**config.mk**
```make
export PLATFORM = sky130hd
export DESIGN_NAME = n_way_arb_mux_flat
export DESIGN_NICKNAME = d
export VERILOG_FILES = /design/src/rtl/n_way_arb_mux_if.sv /design/src/rtl/n_way_arb_mux.sv /design/src/flat_wrapper.sv
export SDC_FILE = /design/constraint.sdc
export NUM_CORES = 1
export LEC_CHECK = 0
export ABC_AREA = 0
export CAP_MARGIN = 20
export CORE_MARGIN = 2
export CORE_UTILIZATION = 41
export DETAILED_ROUTE_END_ITERATION = 12
export PLACE_DENSITY = 0.82
export RECOVER_POWER = 100
export SYNTH_ARGS = -nofsm -noshare
export SYNTH_HDL_FRONTEND = slang
export SYNTH_SLANG_ARGS = --single-unit
```
**constraint.sdc**
```tcl
create_clock -name clk -period 5.2 [get_ports clk]
set_input_delay 0.78 -clock clk [delete_from_list [all_inputs] [get_ports clk]]
set_output_delay 0.78 -clock clk [all_outputs]
set_load 0.01 [all_outputs]
```
**src/rtl/n_way_arb_mux_if.sv**
```systemverilog
// Bundle of the N-channel producer handshakes and the single registered output stream.
// slave is the arbiter side; master is the producer/consumer environment side.
interface n_way_arb_mux_if #(
   parameter int WIDTH    = 16,
   parameter int CHANNELS = 8
);
   localparam int SELW = (CHANNELS > 1) ? $clog2(CHANNELS) : 1;

   logic [CHANNELS*WIDTH-1:0] in_data;
   logic [CHANNELS-1:0]       in_valid;
   logic [CHANNELS-1:0]       in_ready;
   logic                      mode;
   logic [SELW-1:0]           sel;
   logic [WIDTH-1:0]          out_data;
   logic [SELW-1:0]           out_chan;
   logic                      out_valid;
   logic                      out_ready;

   modport slave (
      input  in_data, in_valid, mode, sel, out_ready,
      output in_ready, out_data, out_chan, out_valid
   );

   modport master (
      output in_data, in_valid, mode, sel, out_ready,
      input  in_ready, out_data, out_chan, out_valid
   );
endinterface

```
**src/rtl/n_way_arb_mux.sv**
```systemverilog
// N-channel registered mux: direct select (mode 0) or round-robin (mode 1) grant,
// one output register stage sustaining one word per cycle.
module n_way_arb_mux #(
   parameter int WIDTH    = 16,
   parameter int CHANNELS = 8
) (
   input logic            clk,
   input logic            rst_n,
   n_way_arb_mux_if.slave bus
);
   localparam int SELW  = (CHANNELS > 1) ? $clog2(CHANNELS) : 1;
   // Channels padded to a power of two so any sel value indexes safely;
   // padding slots are never valid, which makes out-of-range sel a no-grant.
   localparam int SLOTS = 1 << SELW;

   logic [SLOTS-1:0] valid_ext;
   logic [WIDTH-1:0] data_arr [SLOTS];

   logic [WIDTH-1:0] out_data_reg;
   logic [SELW-1:0]  out_chan_reg;
   logic             out_valid_reg;
   logic [SELW-1:0]  ptr_reg;
   logic [SELW-1:0]  ptr_next;

   logic [SELW-1:0]  rr_gnt;
   logic             rr_found;
   logic [SELW-1:0]  gnt;
   logic             gnt_valid;
   logic             load_en;
   logic             take;

   generate
      for (genvar gi = 0; gi < SLOTS; gi++) begin : g_slot
         if (gi < CHANNELS) begin : g_real
            assign valid_ext[gi] = bus.in_valid[gi];
            assign data_arr[gi]  = bus.in_data[gi*WIDTH +: WIDTH];
         end else begin : g_pad
            assign valid_ext[gi] = 1'b0;
            assign data_arr[gi]  = '0;
         end
      end
   endgenerate

   // Circular search starting at ptr; first valid channel wins.
   always_comb begin
      int idx;
      rr_gnt   = '0;
      rr_found = 1'b0;
      for (int i = 0; i < CHANNELS; i++) begin
         idx = int'(ptr_reg) + i;
         if (idx >= CHANNELS) idx = idx - CHANNELS;
         if (!rr_found && valid_ext[SELW'(idx)]) begin
            rr_found = 1'b1;
            rr_gnt   = SELW'(idx);
         end
      end
   end

   always_comb begin
      gnt       = bus.mode ? rr_gnt : bus.sel;
      gnt_valid = bus.mode ? rr_found : valid_ext[bus.sel];
      ptr_next  = (gnt == SELW'(CHANNELS - 1)) ? '0 : gnt + SELW'(1);
   end

   assign load_en = !out_valid_reg || bus.out_ready;
   // Gated by rst_n so no producer sees an accept while reset is asserted.
   assign take    = rst_n && load_en && gnt_valid;

   generate
      for (genvar gi = 0; gi < CHANNELS; gi++) begin : g_ready
         assign bus.in_ready[gi] = take && (gnt == SELW'(gi));
      end
   endgenerate

   always_ff @(posedge clk or negedge rst_n) begin
      if (!rst_n) begin
         out_data_reg  <= '0;
         out_chan_reg  <= '0;
         out_valid_reg <= 1'b0;
         ptr_reg       <= '0;
      end else begin
         if (take) begin
            out_data_reg  <= data_arr[gnt];
            out_chan_reg  <= gnt;
            out_valid_reg <= 1'b1;
            if (bus.mode) ptr_reg <= ptr_next;
         end else if (out_valid_reg && bus.out_ready) begin
            out_valid_reg <= 1'b0;
         end
      end
   end

   assign bus.out_data  = out_data_reg;
   assign bus.out_chan  = out_chan_reg;
   assign bus.out_valid = out_valid_reg;
endmodule

```
**src/flat_wrapper.sv**
```systemverilog
// flat-port wrapper written by rule: the top's interface ports become plain ports
module n_way_arb_mux_flat 
#(
   parameter int WIDTH    = 16,
   parameter int CHANNELS = 8
)
  (clk, rst_n, bus_in_data, bus_in_valid, bus_mode, bus_sel, bus_out_ready, bus_in_ready, bus_out_data, bus_out_chan, bus_out_valid);
  n_way_arb_mux_if #(.WIDTH(WIDTH), .CHANNELS(CHANNELS)) bus_i ();
  input logic clk;
  input logic rst_n;
  input wire logic [$bits(bus_i.in_data)-1:0] bus_in_data;
  input wire logic [$bits(bus_i.in_valid)-1:0] bus_in_valid;
  input wire logic [$bits(bus_i.mode)-1:0] bus_mode;
  input wire logic [$bits(bus_i.sel)-1:0] bus_sel;
  input wire logic [$bits(bus_i.out_ready)-1:0] bus_out_ready;
  output wire logic [$bits(bus_i.in_ready)-1:0] bus_in_ready;
  output wire logic [$bits(bus_i.out_data)-1:0] bus_out_data;
  output wire logic [$bits(bus_i.out_chan)-1:0] bus_out_chan;
  output wire logic [$bits(bus_i.out_valid)-1:0] bus_out_valid;
  assign bus_i.in_data = bus_in_data;
  assign bus_i.in_valid = bus_in_valid;
  assign bus_i.mode = bus_mode;
  assign bus_i.sel = bus_sel;
  assign bus_i.out_ready = bus_out_ready;
  assign bus_in_ready = bus_i.in_ready;
  assign bus_out_data = bus_i.out_data;
  assign bus_out_chan = bus_i.out_chan;
  assign bus_out_valid = bus_i.out_valid;
  n_way_arb_mux #(.WIDTH(WIDTH), .CHANNELS(CHANNELS)) u_core (.clk(clk), .rst_n(rst_n), .bus(bus_i));
endmodule
```
# Yosys cells after proc, flatten, opt, wreduce, memory -nomap -nowiden
# Index checks and enable logic that the tools add are counted.
# classes
n_addsub	16
multipliers	0
n_div	0
order_cmp	18
n_eq_ne	7
shift	0
n_mux	58
bitwise_logic	1
reduce_logical	30
# ops
operator	n
$mux W3	18
$bmux W16 S3	1
$lt A3 B5 Y1 const B	8
$ge A4 B4 Y1 const B	8
$mux W16	2
$mux W1	28
$bmux W1 S3	9
$sub A3 B1 Y3 const B	8
$logic_and A1 B1 Y1	18
$add A3 B3 Y4 const B	4
$eq A3 B3 Y1 const B	4
$add A3 B2 Y4 const B	2
$logic_not A1 Y1	8
$eq A3 B2 Y1 const B	2
$add A3 B1 Y4 const B	1
$ge A3 B4 Y1 const B	1
$lt A3 B4 Y1 const B	1
$not A3 Y4	1
$add A3 B1 Y3 const B	1
$eq A3 B1 Y1 const B	1
$logic_not A3 Y1	1
$reduce_and A2 Y1	1
$reduce_bool A2 Y1	1
$logic_or A1 B1 Y1	1
# totals
reg_bits	23
latch_bits	0
mem_bits_rw	0
romBits	0
inputBits	143
output_inout_bits	28
elab_cells	134
mem_count	0

# Longest topological paths before layout
# Gate-level depths: netlist of the first run.
# depth
ltp_word	32
ltp_mapped	17
ltp_nobuf	11

# Worst setup path after synthesis of the first run
# No wires, ideal clock.
# synth_path
path_type	register -> output
startpoint	register u_core.ptr_reg[0]
endpoint	output bus_in_ready[7]
arrival_time_ns	4.066
t_required_ns	4.420
slack_ns	0.354
path_stages_with_launch	16
path_buffers	5
path_cell_list	dfrtp_1 buf_2 buf_2 clkinv_1 ha_1 buf_6 mux2_4 mux4_2 o32a_1 or3_1 o211a_1 buf_2 nor2_8 buf_4 ha_1 and2_1
# synth_via
elab_chain_cells	30
word_cells_on_any_way	90
classes_between	add/sub (15); order compare (8); eq/ne (1); mux (50); reduce/logical (16)
# synth_lines
element	line	text
from (decl)	n_way_arb_mux.sv:22	logic [SELW-1:0] ptr_reg;
from (signal assigned)	n_way_arb_mux.sv:86	if (bus.mode) ptr_reg <= ptr_next;
parallel branches: the longest is 29 deep, another holds $add A3 B1 Y4	-	
$logic_and A1 B1 Y1 *	n_way_arb_mux.sv:71	assign bus.in_ready[gi] = take && (gnt == SELW'(gi));
to (decl)	flat_wrapper.sv:16	output wire logic [$bits(bus_i.in_ready)-1:0] bus_in_ready;
# Mark *: on every way between the ends. The select of a mux whose other input is x is not followed.

# Final worst setup path of the first run
# layout_path
startpoint	input bus_in_valid[4]
endpoint	output bus_in_ready[1]
# layout_via
elab_chain_cells	28
word_cells_on_any_way	61
classes_between	eq/ne (1); mux (44); reduce/logical (16)
# layout_lines
element	line	text
from (decl)	flat_wrapper.sv:12	input wire logic [$bits(bus_i.in_valid)-1:0] bus_in_valid;
$bmux W1 S3	n_way_arb_mux.sv:52	if (!rr_found && valid_ext[SELW'(idx)]) begin
$mux W1 (not written as such) (2 in series)	n_way_arb_mux.sv:52	
$mux W1	n_way_arb_mux.sv:52	
$logic_not A1 Y1	n_way_arb_mux.sv:52	
$logic_and A1 B1 Y1	n_way_arb_mux.sv:52	
$mux W1	n_way_arb_mux.sv:52	
$logic_not A1 Y1	n_way_arb_mux.sv:52	
$logic_and A1 B1 Y1	n_way_arb_mux.sv:52	
[... 11 more ...]	-	
$logic_and A1 B1 Y1	n_way_arb_mux.sv:52	
$mux W1	n_way_arb_mux.sv:52	
$logic_not A1 Y1	n_way_arb_mux.sv:52	
$logic_and A1 B1 Y1	n_way_arb_mux.sv:52	
$mux W3 / $mux W1 (equally long branches)	n_way_arb_mux.sv:52	
$mux W3 / $mux W1 (equally long branches)	n_way_arb_mux.sv:60, n_way_arb_mux.sv:61	
$eq A3 B1 Y1 / $logic_and A1 B1 Y1 (equally long branches)	n_way_arb_mux.sv:71, n_way_arb_mux.sv:67	
$logic_and A1 B1 Y1 *	n_way_arb_mux.sv:71	
# Every way passes the cells marked *; elsewhere a longest branch is shown, timed or not. The select of a mux whose other input is x is not followed.

==> metrics.log, run 1 <==
[metrics] run status: completed
[metrics] global-route wire length before repair: approximately 19 mm
[metrics] kind of critical path: input port to primary output
[metrics] clock slew at the register clock pins of the worst setup and hold paths: about 0.090 ns
[metrics] fraction of final layout cells with drive strength greater than 1: 12.0%
[metrics] floorplan row count: 32
[metrics] antenna cell count: 0
[metrics] met3 Use GR: 4.09%
[metrics] count of non-filler cells in the finished layout: 653
[metrics] count of placed standard cells including taps: 649
[metrics] io pins: 171
[metrics] worst setup path startpoint: bus_in_valid[4]
[metrics] highest clock rate: 0.201 GHz
[metrics] antenna violations before repair: 0
[metrics] Mapped Avg Cell Area: 8.48 um2
[metrics] slew margin rel.: between 10% and 20%
[metrics] Post-Place Worst Slack: between 0.2 and 0.25 ns
[metrics] average via count per standard cell: 6.03
[metrics] Worst Setup End Kind: primary output
[metrics] Post-Syn Instances: just under 400
[metrics] Pre-antenna DRT Iters: 5
[metrics] total global routing overflow: 0
[metrics] die footprint: 8860 um2
[metrics] Core Area: 7810 um2
[metrics] DRC viols: 0
[metrics] nets@finish: about 700
[metrics] CTS buffer count: 3
[metrics] post-synthesis to final-layout area growth: 55.9%
[metrics] count of input and output buffers: 170
[metrics] worst-case vdd ir drop: 0.259 mV
[metrics] via total after detailed routing: 3940
[metrics] power density over the cells: between 500 and 600 nW/um2
[metrics] post-synthesis net count: between 500 and 600
[metrics] global-route usage over all layers: 27.4%
[metrics] TritonCTS clock tree: done
[metrics] class of the most critical hold timing path: flop to flop
[metrics] die span in y: 94.1 um
[metrics] met1 track demand over resource in global routing: 38.5%
[metrics] Antenna Violating Nets Remaining: 0
[metrics] transition at the pin with the smallest max-transition slack: 1.31 ns
[metrics] worst setup skew after layout: between 0.001 and 0.0015 ns
[metrics] critical register-to-register path startpoint: u_core.ptr_reg[0]
[metrics] maximum capacitance violations: 0
[metrics] met2 Track Usage GR: about 45%
[metrics] number of synthesized register bits: 23
[metrics] number of synthesized flops with an enable pin: 0
[metrics] shortest clock period the worst path allows after layout: approximately 5.0 ns
[metrics] number of post-CTS setup repair buffers: 0
[metrics] Post-Route WL: 12.8 mm
[metrics] number of flip-flops under the largest register name: 16
[metrics] leakage: 0.00200 uW
[metrics] area of the mapped netlist: 3330 um2
[metrics] RSZ-0062 raised after global routing: false
[metrics] count of unique library cells instantiated by Yosys: 56
[metrics] crit-path max FO: 9
[metrics] Seq/Total Area, Yosys: approximately 17%
[metrics] worst endpoint data arrival time: 4.20 ns
[metrics] maximum number of pins on one net before global-route repair: 38
[metrics] post-cts gate resize count: 0
[metrics] Setup-failing EPs final: 0
[metrics] worst hold slack: 0.504 ns
[metrics] H-tree Lvls: 1
[metrics] main flop type after synthesis: sky130_fd_sc_hd__dfrtp_1
[metrics] Clk Tree Root Cell: sky130_fd_sc_hd__clkbuf_8
[metrics] share of flip-flops with an asynchronous set or reset after synthesis: 100%
[metrics] sum of internal, switching and leakage power: roughly 2600 uW
[metrics] crit path launch type: input port
[metrics] worst endpoint required time: 4.42 ns
[metrics] Die Wd: 94.1 um
[metrics] detail-routed net length per standard cell: a little under 20 um
[metrics] post-route setup TNS: 0 ns
[metrics] half-perimeter wire length of the detailed placement result: a little over 10 mm
[metrics] count of pins over their slew limit: 0
[metrics] insertion delay to the later sink of the worst-skew pair: around 0.27 ns
[metrics] launch point of the worst hold path: u_core.bus.out_chan[0]
[metrics] number of hold buffers added after cts: 0
[metrics] number of failing hold endpoints at the final stage: 0
[metrics] post-route worst setup slack: around 0.22 ns
[metrics] Synthesis Warnings: 0
[metrics] number of global-route vias before repair: 3722
[metrics] buffers from clock root to sink, at most: 2
[metrics] Sinks on Clock Net: 23
[metrics] most heavily used metal layer in global routing: met2
[metrics] initial core utilization: 42.7%
[metrics] Iter 0 DRT Violations: 289
[metrics] fin crit share: between 90% and 100%
[metrics] Final Wtd Congestion: 0.988
-- layer usage --
layer | vias to the layer above | wire length, um
met2 | 220 | 6300
met1 | 1862 | 5260
li1 | 1838 | -
met4 | 0 | 266
met3 | 20 | 982
met5 | - | 0
-- synth_stat cells, drive strengths merged (2+ instances only) --
| cell | count | area, um2 |
|---|---|---|
| a211oi | 17 | 183 |
| a21oi | 22 | 110 |
| a32o | 2 | 20.0 |
| a41o | 2 | 20.0 |
| a41oi | 2 | 17.5 |
| and2 | 2 | 12.5 |
| and3 | 2 | 12.5 |
| buf | 13 | 93.8 |
| clkbuf | 28 | 105 |
| dfrtp | 23 | 576 |
| ha | 3 | 37.5 |
| inv | 4 | 15.0 |
| mux2 | 6 | 75.1 |
| mux2i | 44 | 440 |
| mux4 | 18 | 405 |
| nand2 | 23 | 86.3 |
| nand2b | 4 | 25.0 |
| nand3 | 53 | 265 |
| nand3b | 16 | 120 |
| nor2 | 18 | 83.8 |
| nor2b | 2 | 12.5 |
| nor3 | 2 | 15.0 |
| o211ai | 5 | 37.5 |
| o21ai | 37 | 185 |
| o221ai | 2 | 17.5 |
| o2bb2ai | 17 | 149 |
| o31ai | 2 | 15.0 |
| or2 | 2 | 12.5 |
| xnor2 | 3 | 26.3 |
| xor2 | 3 | 26.3 |
-- critical path, cell delays in order --
cell and delay (ns):
sky130_fd_sc_hd__clkdlybuf4s50_1 0.45, sky130_fd_sc_hd__buf_4 0.18, sky130_fd_sc_hd__mux4_2 0.49, sky130_fd_sc_hd__a221o_1 0.30, sky130_fd_sc_hd__o32a_1 0.21, sky130_fd_sc_hd__or3_1 0.38, sky130_fd_sc_hd__o211a_1 0.33, sky130_fd_sc_hd__o21ai_1 0.39
sky130_fd_sc_hd__nor2_1 0.08, sky130_fd_sc_hd__dlygate4sd3_1 0.61
-- report_power, final --
group	internal, uW	switching, uW
combinational	1010	1160
clock	53.7	62.3
sequential	263	74.7
-- cell type report --
type	count	area [um2]
Clock buffer	3	41.3
Clock inverter	1	5.00
Fill cell	641	2620
Inverter	5	18.8
Multi-Input combinational cell	324	2540
Sequential cell	23	576
Tap cell	102	128
Timing Repair Buffer	195	1880
-- through the flow --
| step | utilization, % | area (um2) |
|---|---|---|
| 5_1_grt | 66.5 | 5190 |
| 3_5_place_dp | 66.2 | 5170 |
| 6_report | 66.5 | 5190 |
| 3_3_place_gp | 66.2 | 5170 |
| 2_1_floorplan | - | 3330 |
| 4_1_cts | 66.8 | 5210 |
-- kinds of logic (layout without fill, tap and decap cells) --
family | count (synthesis) | in the layout | share of synthesized area, %
flip-flops | 23 | 23 | 17.3
buffers and inverters | 46 | 204 | 6.54
adder cells (fa/ha/maj) | 3 | 3 | 1.13
AO/OA/AOI/OAI | 118 | 118 | 25.2
XOR/XNOR | 6 | 6 | 1.58
multiplexers | 68 | 68 | 27.6
AND/OR/NAND/NOR | 129 | 129 | 20.7
-- path summary, 6_finish.rpt --
| path | cells past startpoint | slack, ns | to |
|---|---|---|---|
| min in group asynchronous | 2 | 1.36 | u_core.ptr_reg[0] |
| max | 10 | 0.22 | bus_in_ready[1] |
| min | 2 | 0.50 | u_core.bus.out_chan[0] |
| min reg2reg | 2 | 0.50 | u_core.bus.out_chan[0] |
| max in group asynchronous | 2 | 3.08 | u_core.bus.out_chan[0] |
| max reg2reg | 12 | 0.66 | u_core.bus.out_data[1] |
-- cells in the final DEF (no fill, tap or decap), drive strengths merged, types with 5 or more instances in the layout --
master / Yosys / layout
mux2: 6 / 6
o211ai: 5 / 5
mux4: 18 / 18
a21oi: 22 / 22
nand3b: 16 / 16
dlygate4sd3: 0 / 23
clkdlybuf4s50: 0 / 147
clkbuf: 28 / 5
o21ai: 37 / 37
a211oi: 17 / 17
dfrtp: 23 / 23
o2bb2ai: 17 / 17
nor2: 18 / 18
nand3: 53 / 53
buf: 13 / 23
nand2: 23 / 23
mux2i: 44 / 44
(Power assumes the default switching activity.)
==> run 2, diff against run 1 <==
==> constraint.sdc (replaced) <==
create_clock -name clk -period 5.2 [get_ports clk]
set_input_delay 1.04 -clock clk [delete_from_list [all_inputs] [get_ports clk]]
set_output_delay 1.04 -clock clk [all_outputs]
set_load 0.01 [all_outputs]
==> run 2 against run 1 <==
Register-to-register slack better by 0.16 ns. Worst setup slack got worse by 0.12 ns. Flip-flop and latch count unchanged. Die area is the same. Core utilization increased by 2.7 points. Total power grew 7.7%. Sequential power is 1% lower. Via count increased by 3.0%. Global-route usage is 2.0 points higher. Combinational power up 9.2%. Non-clock buffer count rose by 28.
==> metrics.log, run 2 (synthesis gave the netlist of run 1 again) <==
[metrics] worst endpoint required time: 4.16 ns
[metrics] nets@finish: 726
[metrics] insertion delay to the later sink of the worst-skew pair: ~0.28 ns
[metrics] part of the power in combinational logic: 84.0%
[metrics] number of flip-flops under the largest register name: 16
[metrics] highest clock rate: 0.196 GHz
[metrics] fraction of final layout cells with drive strength greater than 1: 16.1%
[metrics] antenna cell count: 0
[metrics] initial core utilization: between 40 and 50%
[metrics] half-perimeter wire length of the detailed placement result: between 10 and 15 mm
[metrics] H-tree Lvls: 1
[metrics] Worst Setup End Kind: primary output
[metrics] worst endpoint data arrival time: 4.07 ns
[metrics] R2R setup slack: 0.82 ns
[metrics] shortest clock period the worst path allows after layout: 5.11 ns
[metrics] crit-path max FO: 4
[metrics] RSZ-0062 raised after global routing: false
[metrics] clock share of power: 4.2%
[metrics] number of filler instances in the final layout: 636
[metrics] number of hold buffers added after cts: 0
[metrics] buffers from clock root to sink, at most: 2
[metrics] io pins: 171
[metrics] maximum capacitance violations: 0
[metrics] average via count per standard cell: between 5 and 6
[metrics] commonest non-fill, non-tap cells in the layout: 139 x sky130_fd_sc_hd__clkdlybuf4s50_1, 53 x sky130_fd_sc_hd__nand3_1, 45 x sky130_fd_sc_hd__buf_4
[metrics] worst-case vdd ir drop: 0.255 mV
[metrics] Clk Tree Root Cell: sky130_fd_sc_hd__clkbuf_8
[metrics] antenna violations before repair: 0
[metrics] crit path launch type: input port
[metrics] sum of internal, switching and leakage power: between 2000 and 3000 uW
[metrics] count of pins over their slew limit: 0
[metrics] fin crit share: 98.2%
[metrics] global-route wire length before repair: 20.2 mm
[metrics] transition at the pin with the smallest max-transition slack: 1.31 ns
[metrics] run status: completed
[metrics] number of failing hold endpoints at the final stage: 0
[metrics] power density over the cells: 524 nW/um2
[metrics] Sinks on Clock Net: 23
[metrics] count of input and output buffers: 170
[metrics] Final Wtd Congestion: 0.985
[metrics] logic depth of the worst register-to-register path: 14
[metrics] total global routing overflow: 0
[metrics] switching component of the power: roughly 1400 uW
[metrics] Setup-failing EPs final: 0
[metrics] post-synthesis to final-layout area growth: 62.1%
[metrics] leakage: 0.00216 uW
[metrics] class of the most critical hold timing path: flop to flop
[metrics] worst setup skew after layout: 0.00910 ns
[metrics] die span in y: 94.1 um
[metrics] global-route usage over all layers: 29.3%
[metrics] Internal Pwr Total: ~1400 uW
[metrics] kind of critical path: input port to primary output
[metrics] Antenna Violating Nets Remaining: 0
[metrics] floorplan row count: 32
[metrics] CTS buffer count: 3
[metrics] Die Wd: 94.1 um
[metrics] count of placed standard cells including taps: 675
[metrics] die footprint: 8860 um2
[metrics] Iter 0 DRT Violations: 338
[metrics] leading cell type in the layout, fill and taps excluded: sky130_fd_sc_hd__clkdlybuf4s50_1
[metrics] Post-Route WL: 13.3 mm
[metrics] slew margin rel.: ~13%
[metrics] switching part of the total: 48.7%
[metrics] maximum number of pins on one net before global-route repair: 35
[metrics] Pre-antenna DRT Iters: 5
[metrics] Min-Delay Path Depth: 2
[metrics] clock slew at the register clock pins of the worst setup and hold paths: 0.09 ns
[metrics] area of combinational cells with multiple inputs: 2560 um2
[metrics] detail-routed net length per standard cell: just under 20 um
[metrics] DRC viols: 0
[metrics] storage element area: 576 um2
[metrics] number of global-route vias before repair: 3839
[metrics] count of non-filler cells in the finished layout: approximately 700
[metrics] relative contribution of sequential cells to total power: a little under an eighth
[metrics] TritonCTS clock tree: done
[metrics] via total after detailed routing: 4058
[metrics] Core Area: 7810 um2
==> run 2: stage by stage <==
stage	TNS [ns]	area, um2	util (%)	hold WS [ns]	worst slack [ns]
6_report	0	5400	69.2	0.480	0.0927
5_1_grt	0	5400	69.2	0.525	0.0179
2_1_floorplan	0	3330	-	0.514	0.0944
3_5_place_dp	-1.21	5370	68.8	0.463	-0.196
4_1_cts	0	5420	69.5	0.484	0.0422
3_3_place_gp	-0.580	5370	68.8	0.463	-0.106
==> run 2: power groups by stage <==
stage | registers (uW) | clock network (uW) | logic (uW)
after global routing | 343 | 132 | 2550
after detailed placement | 338 | 0 | 2360
after floorplan | 341 | 0 | 1530
after global placement | 336 | 0 | 2320
after CTS | 335 | 120 | 2380
final | 333 | 120 | 2370
==> run 2: worst max-delay path, cell delays in order <==
cell and delay, ns:
sky130_fd_sc_hd__clkdlybuf4s50_1 0.46, sky130_fd_sc_hd__clkbuf_1 0.15, sky130_fd_sc_hd__mux4_2 0.48, sky130_fd_sc_hd__a221o_1 0.30, sky130_fd_sc_hd__o32a_1 0.20, sky130_fd_sc_hd__or3_1 0.39
sky130_fd_sc_hd__o211a_4 0.30, sky130_fd_sc_hd__clkbuf_4 0.14, sky130_fd_sc_hd__o21ai_2 0.14, sky130_fd_sc_hd__buf_4 0.15, sky130_fd_sc_hd__nor2_1 0.05, sky130_fd_sc_hd__dlygate4sd2_1 0.28
==> run 2: area by class of cell <==
class | count | area share (%)
multi-input cells | 324 | 47.4
clock inverters | 1 | 0.0927
flip-flops and latches | 23 | 10.7
inverters | 5 | 0.348
clock buffers | 3 | 0.765
repair buffers | 223 | 38.4
well taps | 102 | 2.36
==> run 2: path summary, 6_finish.rpt <==
kind	from	end
min in group asynchronous	rst_n	u_core.bus.out_data[13]
worst max register to register	u_core.ptr_reg[0]	u_core.bus.out_data[6]
worst min register to register	u_core.bus.out_chan[2]	u_core.bus.out_chan[2]
worst min-delay path	u_core.bus.out_chan[2]	u_core.bus.out_chan[2]
worst max-delay path	bus_in_valid[5]	bus_in_ready[1]
max in group asynchronous	rst_n	u_core.bus.out_data[5]
==> run 2: what timing repair did <==
action / CTS / global route
setup buffers: 1 / 1
pin swaps: 1 / 2
setup endpoints to repair: 8 / 8
resized for setup: 10 / 10
==> run 2: per-layer routing <==
metal	vias up	wire (um)	global-route usage [%]
li1	1892	-	-
met1	1949	5500	41.4
met2	198	6710	48.8
met3	19	899	1.93
met4	0	239	7.49
met5	-	0	0
==> run 3, diff against run 2 <==
CORE_UTILIZATION = 42   (was 41)
CTS_BUF_LIST = sky130_fd_sc_hd__clkbuf_4 sky130_fd_sc_hd__clkbuf_8   (was not set)
PLACE_DENSITY = 0.84   (was 0.82)
clock period = 5.4 ns   (was 5.2 ns; I/O delays follow)
==> run 3 against run 2 <==
Via count decreased by 1.8%. Clock power decreased by 6%. Cell count decreased by 2.1%. Sequential share of layout area increased by 0.20 points. Flip-flop and latch count unchanged. Combinational power decreased by 6%. Critical path depth increased by 2. Critical endpoint is now bus_in_ready[7]. Wire length decreased by 1.5%. Non-clock buffer count decreased by 14. Clock skew decreased by 0.0069 ns. First-iteration DRC count decreased by 11%. Worst setup slack got worse by 0.013 ns.
==> metrics.log, run 3 (synthesis gave the netlist of run 1 again) <==
[metrics] commonest non-fill, non-tap cells in the layout: 141 x sky130_fd_sc_hd__clkdlybuf4s50_1, 53 x sky130_fd_sc_hd__nand3_1, 43 x sky130_fd_sc_hd__mux2i_1
[metrics] number of global-route vias before repair: 3807
[metrics] number of failing hold endpoints at the final stage: 0
[metrics] worst setup skew after layout: 0.00219 ns
[metrics] clock share of power: 4.2%
[metrics] count of pins over their slew limit: 0
[metrics] total global routing overflow: 0
[metrics] floorplan row count: 32
[metrics] met2 Track Usage GR: 49.5%
[metrics] met1 track demand over resource in global routing: 38.3%
[metrics] post-synthesis to final-layout area growth: 59.2%
[metrics] Sinks on Clock Net: 23
[metrics] highest clock rate: 0.188 GHz
[metrics] transition at the pin with the smallest max-transition slack: 1.30 ns
[metrics] worst-case vdd ir drop: 0.235 mV
[metrics] Pre-antenna DRT Iters: 5
[metrics] CP max stage delay: 0.48 ns
[metrics] run status: completed
[metrics] initial core utilization: ~43%
[metrics] H-tree Lvls: 1
[metrics] antenna violations before repair: 1
[metrics] via total after detailed routing: 3983
[metrics] sum of internal, switching and leakage power: 2660 uW
[metrics] shortest clock period the worst path allows after layout: 5.32 ns
[metrics] switching component of the power: approximately 1300 uW
[metrics] path length in cells of the critical path: 14
[metrics] io pins: 171
[metrics] post-route worst setup slack: 0.0800 ns
[metrics] detail-routed net length per standard cell: 19.7 um
[metrics] Worst path top cell family by delay: compound AO/OA/AOI/OAI gates
[metrics] relative contribution of sequential cells to total power: 11.7%
[metrics] Clk Tree Root Cell: sky130_fd_sc_hd__clkbuf_8
[metrics] antenna cell count: 0
[metrics] Core Area: 7690 um2
[metrics] Post-Route WL: between 10 and 15 mm
[metrics] nets@finish: 712
[metrics] worst endpoint required time: 4.32 ns
[metrics] CTS buffer count: 3
[metrics] global-route wire length before repair: 19.3 mm
[metrics] die span in y: a little over 90 um
[metrics] number of hold buffers added after cts: 0
[metrics] crit path launch type: input port
[metrics] RSZ-0062 raised after global routing: false
[metrics] maximum capacitance violations: 0
[metrics] class of the most critical hold timing path: flop to flop
[metrics] Final Wtd Congestion: 0.926
[metrics] kind of critical path: input port to primary output
[metrics] met3 Use GR: 2.98%
[metrics] Internal Pwr Total: 1350 uW
[metrics] most heavily used metal layer in global routing: met2
[metrics] average via count per standard cell: between 5 and 6
[metrics] Antenna Violating Nets Remaining: 0
[metrics] number of flip-flops under the largest register name: 16
[metrics] Min-Delay Path Depth: 2
[metrics] fraction of final layout cells with drive strength greater than 1: around an eighth
[metrics] leakage: 0.00212 uW
[metrics] logic depth of the worst register-to-register path: 13
[metrics] insertion delay to the later sink of the worst-skew pair: 0.27 ns
[metrics] cell at the slowest stage of the critical path: sky130_fd_sc_hd__clkdlybuf4s50_1
[metrics] part of the power in combinational logic: a little over four fifths
[metrics] Iter 0 DRT Violations: 300
[metrics] switching part of the total: 49.3%
[metrics] crit-path max FO: 8
[metrics] DRC viols: 0
[metrics] chain of cells forming the critical path: clkdlybuf4s50_1 -> buf_4 -> mux2i_1 -> o221ai_1 -> o32a_1 -> clkbuf_1 -> nor2_1 -> a32o_1 -> a41oi_1 -> buf_4 -> nor2_1 -> ha_1 -> and2_1 -> clkdlybuf4s15_1
[metrics] Setup-failing EPs final: 0
[metrics] fin crit share: between 90% and 100%
[metrics] maximum number of pins on one net before global-route repair: 33
[metrics] Worst Setup End Kind: primary output
[metrics] critical register-to-register path startpoint: u_core.ptr_reg[0]
[metrics] global-route usage over all layers: between 20% and 30%
[metrics] leading cell type in the layout, fill and taps excluded: sky130_fd_sc_hd__clkdlybuf4s50_1
[metrics] launch point of the worst hold path: u_core.bus.out_chan[2]
[metrics] count of input and output buffers: 170
[metrics] worst path bufs/invs: 5
[metrics] Final Util: between 60 and 70%
[metrics] clock slew at the register clock pins of the worst setup and hold paths: 0.09 ns
[metrics] die footprint: 8660 um2
[metrics] power density over the cells: 501 nW/um2
[metrics] TritonCTS clock tree: done
[metrics] worst endpoint data arrival time: 4.24 ns
[metrics] Post-Place Worst Slack: -0.0594 ns
[metrics] buffers from clock root to sink, at most: 2
[metrics] half-perimeter wire length of the detailed placement result: about 11 mm
[metrics] slew margin rel.: 13.0%
[metrics] Die Wd: a little over 90 um
[metrics] worst setup path startpoint: bus_in_valid[3]
[run 3: power by group through the flow]
stage	registers, uW	logic, uW	clock network (uW)
2_1_floorplan	328	1480	0
3_3_place_gp	313	2170	0
3_5_place_dp	317	2200	0
4_1_cts	313	2210	113
5_1_grt	321	2400	124
6_report	310	2230	113
[run 3: tightest hold or removal path: cells and delay by family (launching register included)]
kind             cells  cell delay [ns]
and+or+nand+nor      2             0.11
DFF                  1             0.34
[run 3: through the flow]
| stage | setup TNS [ns] | instances | area [um2] | hold WS, ns |
|---|---|---|---|---|
| floorplan | 0 | 393 | 3330 | 0.514 |
| global placement | 0 | 660 | 5250 | 0.466 |
| detailed placement | -0.0934 | 660 | 5250 | 0.472 |
| CTS | 0 | 664 | 5300 | 0.492 |
| global route | 0 | 667 | 5300 | 0.527 |
| finish | 0 | 667 | 5300 | 0.484 |
[run 3: repair_timing]
item,4_1_cts,5_1_grt
setup endpoints to repair,4,6
resized for setup,3,11
endpoints found under the hold margin,0,0
pin swaps,1,2
setup buffers,0,3
[run 3: routing by layer]
metal	part of all wire, %	routed length [um]
met1	40	5310
met3	6.3	825
met2	50	6640
met5	0	0
met4	2.8	369
[run 3: area by class of cell]
type,instances,area (um2)
Multi-Input combinational cell,324,2560
Fill cell,620,2390
Timing Repair Buffer,209,1970
Sequential cell,23,576
Tap cell,102,128
Clock buffer,3,41.3
Inverter,5,18.8
Clock inverter,1,5.00
[run 3: final timing paths]
kind                       slack [ns]                     end
hold reg to reg                  0.48  u_core.bus.out_chan[2]
max in group asynchronous        2.99  u_core.bus.out_data[2]
min in group asynchronous        1.64    u_core.bus.out_valid
setup / recovery                 0.08         bus_in_ready[7]
setup reg to reg                 0.58  u_core.bus.out_data[4]
hold / removal                   0.48  u_core.bus.out_chan[2]
